==> src/rtl/mem_pkg.sv <==
// Shared definitions for the mem_access stage.
// Holds the datapath word type, funct3 size encodings, FSM state enum,
// and the byte-enable / store-lane helpers.
package mem_pkg;

  localparam int XLEN = 32;
  typedef logic [XLEN-1:0] word;

  // funct3 size/sign encodings (stores reuse the LB/LH/LW codes)
  localparam logic [2:0] F3_LB  = 3'b000;
  localparam logic [2:0] F3_LH  = 3'b001;
  localparam logic [2:0] F3_LW  = 3'b010;
  localparam logic [2:0] F3_LBU = 3'b100;
  localparam logic [2:0] F3_LHU = 3'b101;

  typedef enum logic [1:0] {
    ST_IDLE = 2'd0,
    ST_WAIT = 2'd1,
    ST_HOLD = 2'd2
  } state_e;

  // Byte enables for an access of the given size at the given byte offset
  function automatic logic [3:0] byte_en(input logic [2:0] f3, input logic [1:0] off);
    case (f3)
      F3_LB, F3_LBU: byte_en = 4'b0001 << off;
      F3_LH, F3_LHU: byte_en = 4'b0011 << off;
      default:       byte_en = 4'b1111;
    endcase
  endfunction

  // Store data replicated so the active lanes carry it whatever the offset
  function automatic word lane_data(input logic [2:0] f3, input word d);
    case (f3)
      F3_LB, F3_LBU: lane_data = {4{d[7:0]}};
      F3_LH, F3_LHU: lane_data = {2{d[15:0]}};
      default:       lane_data = d;
    endcase
  endfunction

  // Halfwords need addr[0]=0; words need addr[1:0]=0; bytes are always aligned
  function automatic logic is_misaligned(input logic [2:0] f3, input logic [1:0] off);
    case (f3)
      F3_LB, F3_LBU: is_misaligned = 1'b0;
      F3_LH, F3_LHU: is_misaligned = off[0];
      F3_LW:         is_misaligned = (off != 2'b00);
      default:       is_misaligned = (off != 2'b00);
    endcase
  endfunction

endpackage

==> src/rtl/mem_access_if.sv <==
// Data-memory port of the mem_access stage.
// Handshake: the master raises mem_req with mem_we/mem_addr/mem_be/mem_wdata
// and keeps all of them constant until it samples mem_ready high on a rising
// clock edge; that edge completes the access (write accepted, or mem_rdata
// valid for a read). mem_ready is ignored while mem_req is low.
interface mem_access_if;
  import mem_pkg::*;

  logic       mem_req;
  logic       mem_we;
  word        mem_addr;
  logic [3:0] mem_be;
  word        mem_wdata;
  logic       mem_ready;
  word        mem_rdata;

  modport master (
    output mem_req, mem_we, mem_addr, mem_be, mem_wdata,
    input  mem_ready, mem_rdata
  );

  modport slave (
    input  mem_req, mem_we, mem_addr, mem_be, mem_wdata,
    output mem_ready, mem_rdata
  );
endinterface

==> src/rtl/load_align.sv <==
// Load formatter: picks the byte/halfword addressed by off from the read
// word and sign- or zero-extends it according to funct3.
module load_align
  import mem_pkg::*;
(
  input  word        rdata,
  input  logic [1:0] off,
  input  logic [2:0] funct3,
  output word        data_out
);

  logic [7:0]  byte_sel;
  logic [15:0] half_sel;

  // Lane selection and extension
  always_comb begin
    case (off)
      2'd0:    byte_sel = rdata[7:0];
      2'd1:    byte_sel = rdata[15:8];
      2'd2:    byte_sel = rdata[23:16];
      default: byte_sel = rdata[31:24];
    endcase
    half_sel = off[1] ? rdata[31:16] : rdata[15:0];
    case (funct3)
      F3_LB:   data_out = {{24{byte_sel[7]}}, byte_sel};
      F3_LBU:  data_out = {24'h0, byte_sel};
      F3_LH:   data_out = {{16{half_sel[15]}}, half_sel};
      F3_LHU:  data_out = {16'h0, half_sel};
      default: data_out = rdata;
    endcase
  end

endmodule

==> src/rtl/mem_access.sv <==
// mem_access: pipeline stage 4. Issues loads/stores over the memory port,
// stalls upstream while an access is outstanding, registers the result.
// Optional build macro MEM_TIMEOUT_EN adds a WAIT watchdog and bus_error.
module mem_access
  import mem_pkg::*;
#(
  parameter int XLEN = 32,
  parameter int TIMEOUT_CYCLES = 64
) (
  input  logic            clock,
  input  logic            reset,
  input  logic            stall_in,
  input  logic            valid_in,
  input  logic            is_load,
  input  logic            is_store,
  input  logic [2:0]      funct3,
  input  logic [XLEN-1:0] addr,
  input  logic [XLEN-1:0] store_data,
  input  logic [4:0]      rd_in,
  mem_access_if.master    mem,
  output logic [XLEN-1:0] result,
  output logic [4:0]      rd_out,
  output logic            valid_out,
  output logic            misaligned,
`ifdef MEM_TIMEOUT_EN
  output logic            bus_error,
`endif
  output logic            stall_req
);

  state_e          state_q, state_d;
  logic            req_q, req_d, we_q, we_d;
  logic [XLEN-1:0] addr_q, addr_d, wdata_q, wdata_d;
  logic [3:0]      be_q, be_d;
  logic [2:0]      f3_q, f3_d;
  logic [1:0]      off_q, off_d;
  logic [4:0]      rd_cap_q, rd_cap_d, rd_out_q, rd_out_d;
  logic [XLEN-1:0] buf_q, buf_d, result_q, result_d;
  logic            valid_q, valid_d, mis_q, mis_d;
  word             load_word;
  logic [XLEN-1:0] fmt;
`ifdef MEM_TIMEOUT_EN
  localparam int CNT_W = $clog2(TIMEOUT_CYCLES) + 1;
  logic [CNT_W-1:0] cnt_q, cnt_d;
  logic             berr_q, berr_d;
`endif

  load_align u_load_align (
    .rdata    (mem.mem_rdata),
    .off      (off_q),
    .funct3   (f3_q),
    .data_out (load_word)
  );

  // Next-state and next-output logic for the access FSM
  always_comb begin
    state_d = state_q;   req_d = req_q;     we_d = we_q;
    addr_d = addr_q;     be_d = be_q;       wdata_d = wdata_q;
    f3_d = f3_q;         off_d = off_q;     rd_cap_d = rd_cap_q;
    buf_d = buf_q;       result_d = result_q;
    rd_out_d = rd_out_q; valid_d = valid_q; mis_d = mis_q;
    fmt = we_q ? '0 : load_word;
`ifdef MEM_TIMEOUT_EN
    cnt_d = cnt_q;       berr_d = berr_q;
`endif
    case (state_q)
      ST_IDLE: begin
        if (!stall_in) begin
          valid_d = 1'b0;
          mis_d   = 1'b0;
`ifdef MEM_TIMEOUT_EN
          berr_d  = 1'b0;
`endif
          if (valid_in) begin
            if (!is_load && !is_store) begin
              result_d = addr;
              rd_out_d = rd_in;
              valid_d  = 1'b1;
            end else if (is_misaligned(funct3, addr[1:0])) begin
              // Fault reported in place of the access; rd 0 kills writeback
              valid_d  = 1'b1;
              mis_d    = 1'b1;
              rd_out_d = 5'd0;
            end else begin
              // Load wins when both is_load and is_store are set
              req_d    = 1'b1;
              we_d     = is_store & ~is_load;
              addr_d   = {addr[XLEN-1:2], 2'b00};
              be_d     = byte_en(funct3, addr[1:0]);
              wdata_d  = lane_data(funct3, store_data);
              f3_d     = funct3;
              off_d    = addr[1:0];
              rd_cap_d = rd_in;
              state_d  = ST_WAIT;
`ifdef MEM_TIMEOUT_EN
              cnt_d    = '0;
`endif
            end
          end
        end
      end
      ST_WAIT: begin
        if (mem.mem_ready) begin
          req_d = 1'b0;
          if (!stall_in) begin
            result_d = fmt;
            rd_out_d = rd_cap_q;
            valid_d  = 1'b1;
            state_d  = ST_IDLE;
          end else begin
            buf_d   = fmt;
            state_d = ST_HOLD;
          end
        end
`ifdef MEM_TIMEOUT_EN
        else if (cnt_q == CNT_W'(TIMEOUT_CYCLES - 1)) begin
          // Watchdog expiry; reported only once downstream can take it
          if (!stall_in) begin
            req_d    = 1'b0;
            result_d = '0;
            rd_out_d = 5'd0;
            valid_d  = 1'b1;
            berr_d   = 1'b1;
            state_d  = ST_IDLE;
          end
        end else begin
          cnt_d = cnt_q + 1'b1;
        end
`endif
      end
      ST_HOLD: begin
        if (!stall_in) begin
          result_d = buf_q;
          rd_out_d = rd_cap_q;
          valid_d  = 1'b1;
          state_d  = ST_IDLE;
        end
      end
      default: state_d = ST_IDLE;
    endcase
  end

  // State and output registers, synchronous reset
  always_ff @(posedge clock) begin
    if (reset) begin
      state_q <= ST_IDLE; req_q <= 1'b0; we_q <= 1'b0;
      addr_q <= '0; be_q <= '0; wdata_q <= '0; f3_q <= '0; off_q <= '0;
      rd_cap_q <= '0; buf_q <= '0; result_q <= '0; rd_out_q <= '0;
      valid_q <= 1'b0; mis_q <= 1'b0;
`ifdef MEM_TIMEOUT_EN
      cnt_q <= '0; berr_q <= 1'b0;
`endif
    end else begin
      state_q <= state_d; req_q <= req_d; we_q <= we_d;
      addr_q <= addr_d; be_q <= be_d; wdata_q <= wdata_d; f3_q <= f3_d; off_q <= off_d;
      rd_cap_q <= rd_cap_d; buf_q <= buf_d; result_q <= result_d; rd_out_q <= rd_out_d;
      valid_q <= valid_d; mis_q <= mis_d;
`ifdef MEM_TIMEOUT_EN
      cnt_q <= cnt_d; berr_q <= berr_d;
`endif
    end
  end

  assign mem.mem_req   = req_q;
  assign mem.mem_we    = we_q;
  assign mem.mem_addr  = addr_q;
  assign mem.mem_be    = be_q;
  assign mem.mem_wdata = wdata_q;
  assign result        = result_q;
  assign rd_out        = rd_out_q;
  assign valid_out     = valid_q;
  assign misaligned    = mis_q;
`ifdef MEM_TIMEOUT_EN
  assign bus_error     = berr_q;
`endif
  // Upstream must hold unless this very edge completes the access
  assign stall_req = ((state_q == ST_WAIT) && !(mem.mem_ready && !stall_in)) ||
                     (state_q == ST_HOLD);

endmodule

==> src/flat_wrapper.sv <==
// flat-port wrapper written by rule: the top's interface ports become plain ports
module mem_access_flat import mem_pkg::*;
#(
  parameter int XLEN = 32,
  parameter int TIMEOUT_CYCLES = 64
)
  (clock, reset, stall_in, valid_in, is_load, is_store, funct3, addr, store_data, rd_in, result, rd_out, valid_out, misaligned, stall_req, mem_mem_req, mem_mem_we, mem_mem_addr, mem_mem_be, mem_mem_wdata, mem_mem_ready, mem_mem_rdata);
  mem_access_if mem_i ();
  input  logic clock;
  input  logic reset;
  input  logic stall_in;
  input  logic valid_in;
  input  logic is_load;
  input  logic is_store;
  input  logic [2:0] funct3;
  input  logic [XLEN-1:0] addr;
  input  logic [XLEN-1:0] store_data;
  input  logic [4:0] rd_in;
  output logic [XLEN-1:0] result;
  output logic [4:0] rd_out;
  output logic valid_out;
  output logic misaligned;
  output logic stall_req;
  output wire logic [$bits(mem_i.mem_req)-1:0] mem_mem_req;
  output wire logic [$bits(mem_i.mem_we)-1:0] mem_mem_we;
  output wire logic [$bits(mem_i.mem_addr)-1:0] mem_mem_addr;
  output wire logic [$bits(mem_i.mem_be)-1:0] mem_mem_be;
  output wire logic [$bits(mem_i.mem_wdata)-1:0] mem_mem_wdata;
  input wire logic [$bits(mem_i.mem_ready)-1:0] mem_mem_ready;
  input wire logic [$bits(mem_i.mem_rdata)-1:0] mem_mem_rdata;
  assign mem_mem_req = mem_i.mem_req;
  assign mem_mem_we = mem_i.mem_we;
  assign mem_mem_addr = mem_i.mem_addr;
  assign mem_mem_be = mem_i.mem_be;
  assign mem_mem_wdata = mem_i.mem_wdata;
  assign mem_i.mem_ready = mem_mem_ready;
  assign mem_i.mem_rdata = mem_mem_rdata;
  mem_access #(.XLEN(XLEN), .TIMEOUT_CYCLES(TIMEOUT_CYCLES)) u_core (.clock(clock), .reset(reset), .stall_in(stall_in), .valid_in(valid_in), .is_load(is_load), .is_store(is_store), .funct3(funct3), .addr(addr), .store_data(store_data), .rd_in(rd_in), .mem(mem_i), .result(result), .rd_out(rd_out), .valid_out(valid_out), .misaligned(misaligned), .stall_req(stall_req));
endmodule
==> config.mk <==
export PLATFORM = sky130hd
export DESIGN_NAME = mem_access_flat
export DESIGN_NICKNAME = d
export VERILOG_FILES = /design/src/rtl/mem_pkg.sv /design/src/rtl/mem_access_if.sv /design/src/rtl/load_align.sv /design/src/rtl/mem_access.sv /design/src/flat_wrapper.sv
export SDC_FILE = /design/constraint.sdc
export NUM_CORES = 1
export LEC_CHECK = 0
export BUFFER_PORTS_ARGS = -buffer_cell sky130_fd_sc_hd__buf_2
export CAP_MARGIN = 40
export CORE_MARGIN = 2
export CORE_UTILIZATION = 45
export DETAILED_ROUTE_END_ITERATION = 12
export PLACE_DENSITY = 0.73
export SLEW_MARGIN = 20
export SYNTH_ARGS = -nofsm -noshare
export SYNTH_HDL_FRONTEND = slang
export SYNTH_SLANG_ARGS = --single-unit
==> constraint.sdc <==
create_clock -name clock -period 2.05 [get_ports clock]
set_input_delay 0.5125 -clock clock [delete_from_list [all_inputs] [get_ports clock]]
set_output_delay 0.5125 -clock clock [all_outputs]
set_load 0.05 [all_outputs]
==> summary.md <==
| Metric | Value |
|---|---|
| Top-count cell post-synth | nand2_1 |
| Main synth FF type | dfxtp_1 |
| GR Util All Layers | 0.2622 |
| Post-Route WL | 22.73 mm |
| CP required | 1.54 ns |
| Worst-path maximum fanout | 5 |
| Htree depth | 4 |
| Clock tree buffer depth | 2 |
| Async SR Flop Fraction | 0 |
| Setup Viol. Count Final | 0 |
| Mapped cell area | 7182 um2 |
| Crit-path slowest cell | dfxtp_4 |
| Post-route minimum period | just over 2 ns |
| Dominant delay contributor by cell family on the critical path | flip-flops |
| Post-Syn Area per Cell | around 8.0 um2 |
| Yosys top cell by area | dfxtp_1 |
| Largest net degree at the start of global routing | 54 |
| Ports | 221 |
| Max cap viols | 0 |
| PwrDens | roughly 840 nW/um2 |
| Dpl ws | -0.08320 ns |
| Fillcell total | 1400 |
| Clock slew seen by the registers of the worst setup and hold paths | 0.06 ns |
| Critical path type | reg2out |
| Final period utilization | 0.9809 |
| I/O Buffers | approximately 220 |
| DR iter-0 viols | approximately 550 |
| Startpoint types | register |
| CTS root buffer | clkbuf_16 |
| Largest stage delay, worst path | 0.37 ns |
| Clock Latency Late Sink | 0.42 ns |
| # diodes | 0 |
| Fraction of final layout cells sized beyond drive strength 1 | 0.3216 |
| Post-synth cell types | 58 |
| Final Instance Count excl. Fillers | 1357 |
| Num CTS Buffers | 17 |
| Synth area leaders | dfxtp_1 42%, nand2_1 10%, a21oi_1 5.9% |
| Multi-input gate area | 3876 um2 |
| Flops & latches, synth | 151 |
| Clk sinks | around 150 |
| DIE AREA | 16990 um2 |
| Critical path buffer and inverter count | 3 |
| Nets | ~1200 |
| Core area | 15710 um2 |
| Placed insts | 1317 |
| Synth-to-Final Area Change | 34.86% |
| Leading cell types by count after synthesis | 195 x nand2_1, 151 x dfxtp_1, 85 x a21oi_1 |
| Drt drc | 0 |
| Post-synth top area share | 0.4209 |
| Max-slew violations | 0 |
| Worst Setup End Kind | output pin |
| Cell Chain, Critical Path | inv_2, ha_4, buf_8, a21o_1, buf_6 |
| ANT nets after route | 0 |
| CTS tree | built |
| Cells after synthesis | 902 |
| DR WL/cell | 16.75 um |
| VDD IR-drop max | between 0.5 and 0.6 mV |
| Syn. warnings | 0 |
| Initial Util | 0.4571 |
| Fin worst setup slack | 0.03907 ns |
| Critical path arrival | approximately 1.5 ns |
| Outcome | complete, no violations |
| RD Place Congestion | 0.8517 |
| Gr ovfl total | 0 |
| Via count | 7539 |
| Clk_skew | 0.007758 ns |
| F_max | 497.3 MHz |
| Chip width | 130.3 um |
| Area after DPL | about 8900 um2 |
| Chip height | 130.3 um |
| First-pass GRT wire length | approximately 35 mm |
| Detail Placement HPWL | 16.24 mm |
| WHS | 0.3332 ns |
| EDFF count, synth | 0 |
| DRT Pass-1 Iters | 5 |
| Post-route cell area | 9686 um2 |
| Type of the worst min-delay path | in2reg |
| Lkg Pwr | 4.106 nW |
| Antenna violations before repair | 1 |
| Row Count | 46 |
| Vias/cell | 5.556 |
| CTS Hold Bufs | 0 |
| FF+latch area | roughly 3000 um2 |
| Sequential share of the synthesized area | 0.4209 |
| Endpoints failing hold | 0 |
| Vias in the first global route | about 7000 |
[worst reg2reg max path, stage by stage (launching register included)]
cell,delay [ns]
dfxtp_2,0.35
buf_4,0.14
mux2_4,0.32
a221oi_4,0.33
a21oi_4,0.11
buf_12,0.16
buf_4,0.14
a221oi_2,0.24
nor4_1,0.08
[cell usage in the layout, fill, tap and decap left out, types with 3 or more instances in the layout]
cell | synthesis | layout
bufinv_16 | 0 | 4
nand3b_1 | 5 | 5
a221oi_2 | 10 | 13
a2bb2oi_1 | 3 | 3
nand3_1 | 17 | 17
a22oi_1 | 5 | 4
nor2_1 | 76 | 76
nor2b_1 | 4 | 3
a211oi_1 | 10 | 10
a221oi_1 | 8 | 5
buf_4 | 2 | 54
o21a_1 | 4 | 4
nand2b_1 | 31 | 31
o221ai_1 | 4 | 4
a31oi_1 | 11 | 10
inv_6 | 0 | 5
nor3_1 | 21 | 19
clkbuf_16 | 0 | 17
a21oi_1 | 85 | 85
or3_1 | 5 | 5
mux2_2 | 10 | 9
inv_1 | 11 | 9
dfxtp_1 | 151 | 147
a21o_1 | 3 | 3
o211ai_1 | 3 | 3
o21ai_0 | 34 | 33
nand2_1 | 195 | 195
nor3b_1 | 5 | 5
nand4_1 | 7 | 7
a311oi_1 | 8 | 8
nor4_1 | 17 | 17
a32o_1 | 24 | 24
buf_2 | 21 | 216
mux2i_1 | 22 | 22
buf_12 | 0 | 16
[kinds of logic (layout without fill, tap and decap cells)]
logic type | count (synthesis) | in the layout | synth area share
AO/OA/AOI/OAI | 230 | 230 | 0.2249
XOR/XNOR | 1 | 1 | 0.001220
adder cells (fa/ha/maj) | 4 | 4 | 0.006969
buffers and inverters | 92 | 330 | 0.05401
flip-flops | 151 | 151 | 0.4209
multiplexers | 32 | 32 | 0.04634
other | 1 | 2 | 0.0005221
AND/OR/NAND/NOR | 391 | 391 | 0.2451
[power by group]
part	internal, W	switching [W]	leakage [nW]
Clock	0.00208	0.00130	0.304
Combinational	0.000530	0.00105	2.57
Sequential	0.00306	0.0000703	1.23
Total	0.00568	0.00243	4.11
[final timing paths]
check | start | end | slack (ns) | depth (start not counted)
worst max-delay path | u_core.state_q[1] | stall_req | 0.04 | 5
worst max register to register | u_core.off_q[0] | u_core.result[17] | 0.06 | 8
worst min-delay path | addr[30] | u_core.mem.mem_addr[30] | 0.33 | 3
worst min register to register | u_core.mem.mem_addr[12] | u_core.mem.mem_addr[12] | 0.45 | 2
[registers in the layout, indices dropped and copies added (netlist names), 2 cells and up]
signal / cells
u_core.rd_out: 5
u_core.buf_q: 32
u_core.rd_cap_q: 5
u_core.mem.mem_addr: 30
u_core.result: 32
u_core.off_q: 2
u_core.f3_q: 3
u_core.mem.mem_be: 4
u_core.state_q: 2
u_core.mem.mem_wdata: 32
[cell type report]
class | count | share of cell area
multi-input cells | 660 | 0.4002
inverters | 11 | 0.004263
clock buffers | 18 | 0.04534
repair buffers | 288 | 0.1893
clock inverters | 13 | 0.01989
flip-flops and latches | 151 | 0.3131
well taps | 216 | 0.02790
[stage by stage]
stage / TNS [ns] / util / total power [W]
final: 0 / 0.6164 / 0.008100
after global placement: -0.9265 / 0.5639 / 0.004711
after CTS: 0 / 0.6073 / 0.008102
after floorplan: 0 / - / 0.004189
after global routing: -0.001134 / 0.6164 / 0.008395
after detailed placement: -1.235 / 0.5639 / 0.004729
[what timing repair did]
item / CTS / global route
pin swaps: 1 / 4
setup buffers: 1 / 9
gates resized for setup: 12 / 19
endpoints found under the setup margin: 1 / 38
[routing by layer]
layer  wire (um)  global-route usage
met3        2108             0.07052
met2       10990              0.4583
met4         695              0.1202
met1        8924              0.2996
met5          13                   0
(Power assumes the default switching activity.)
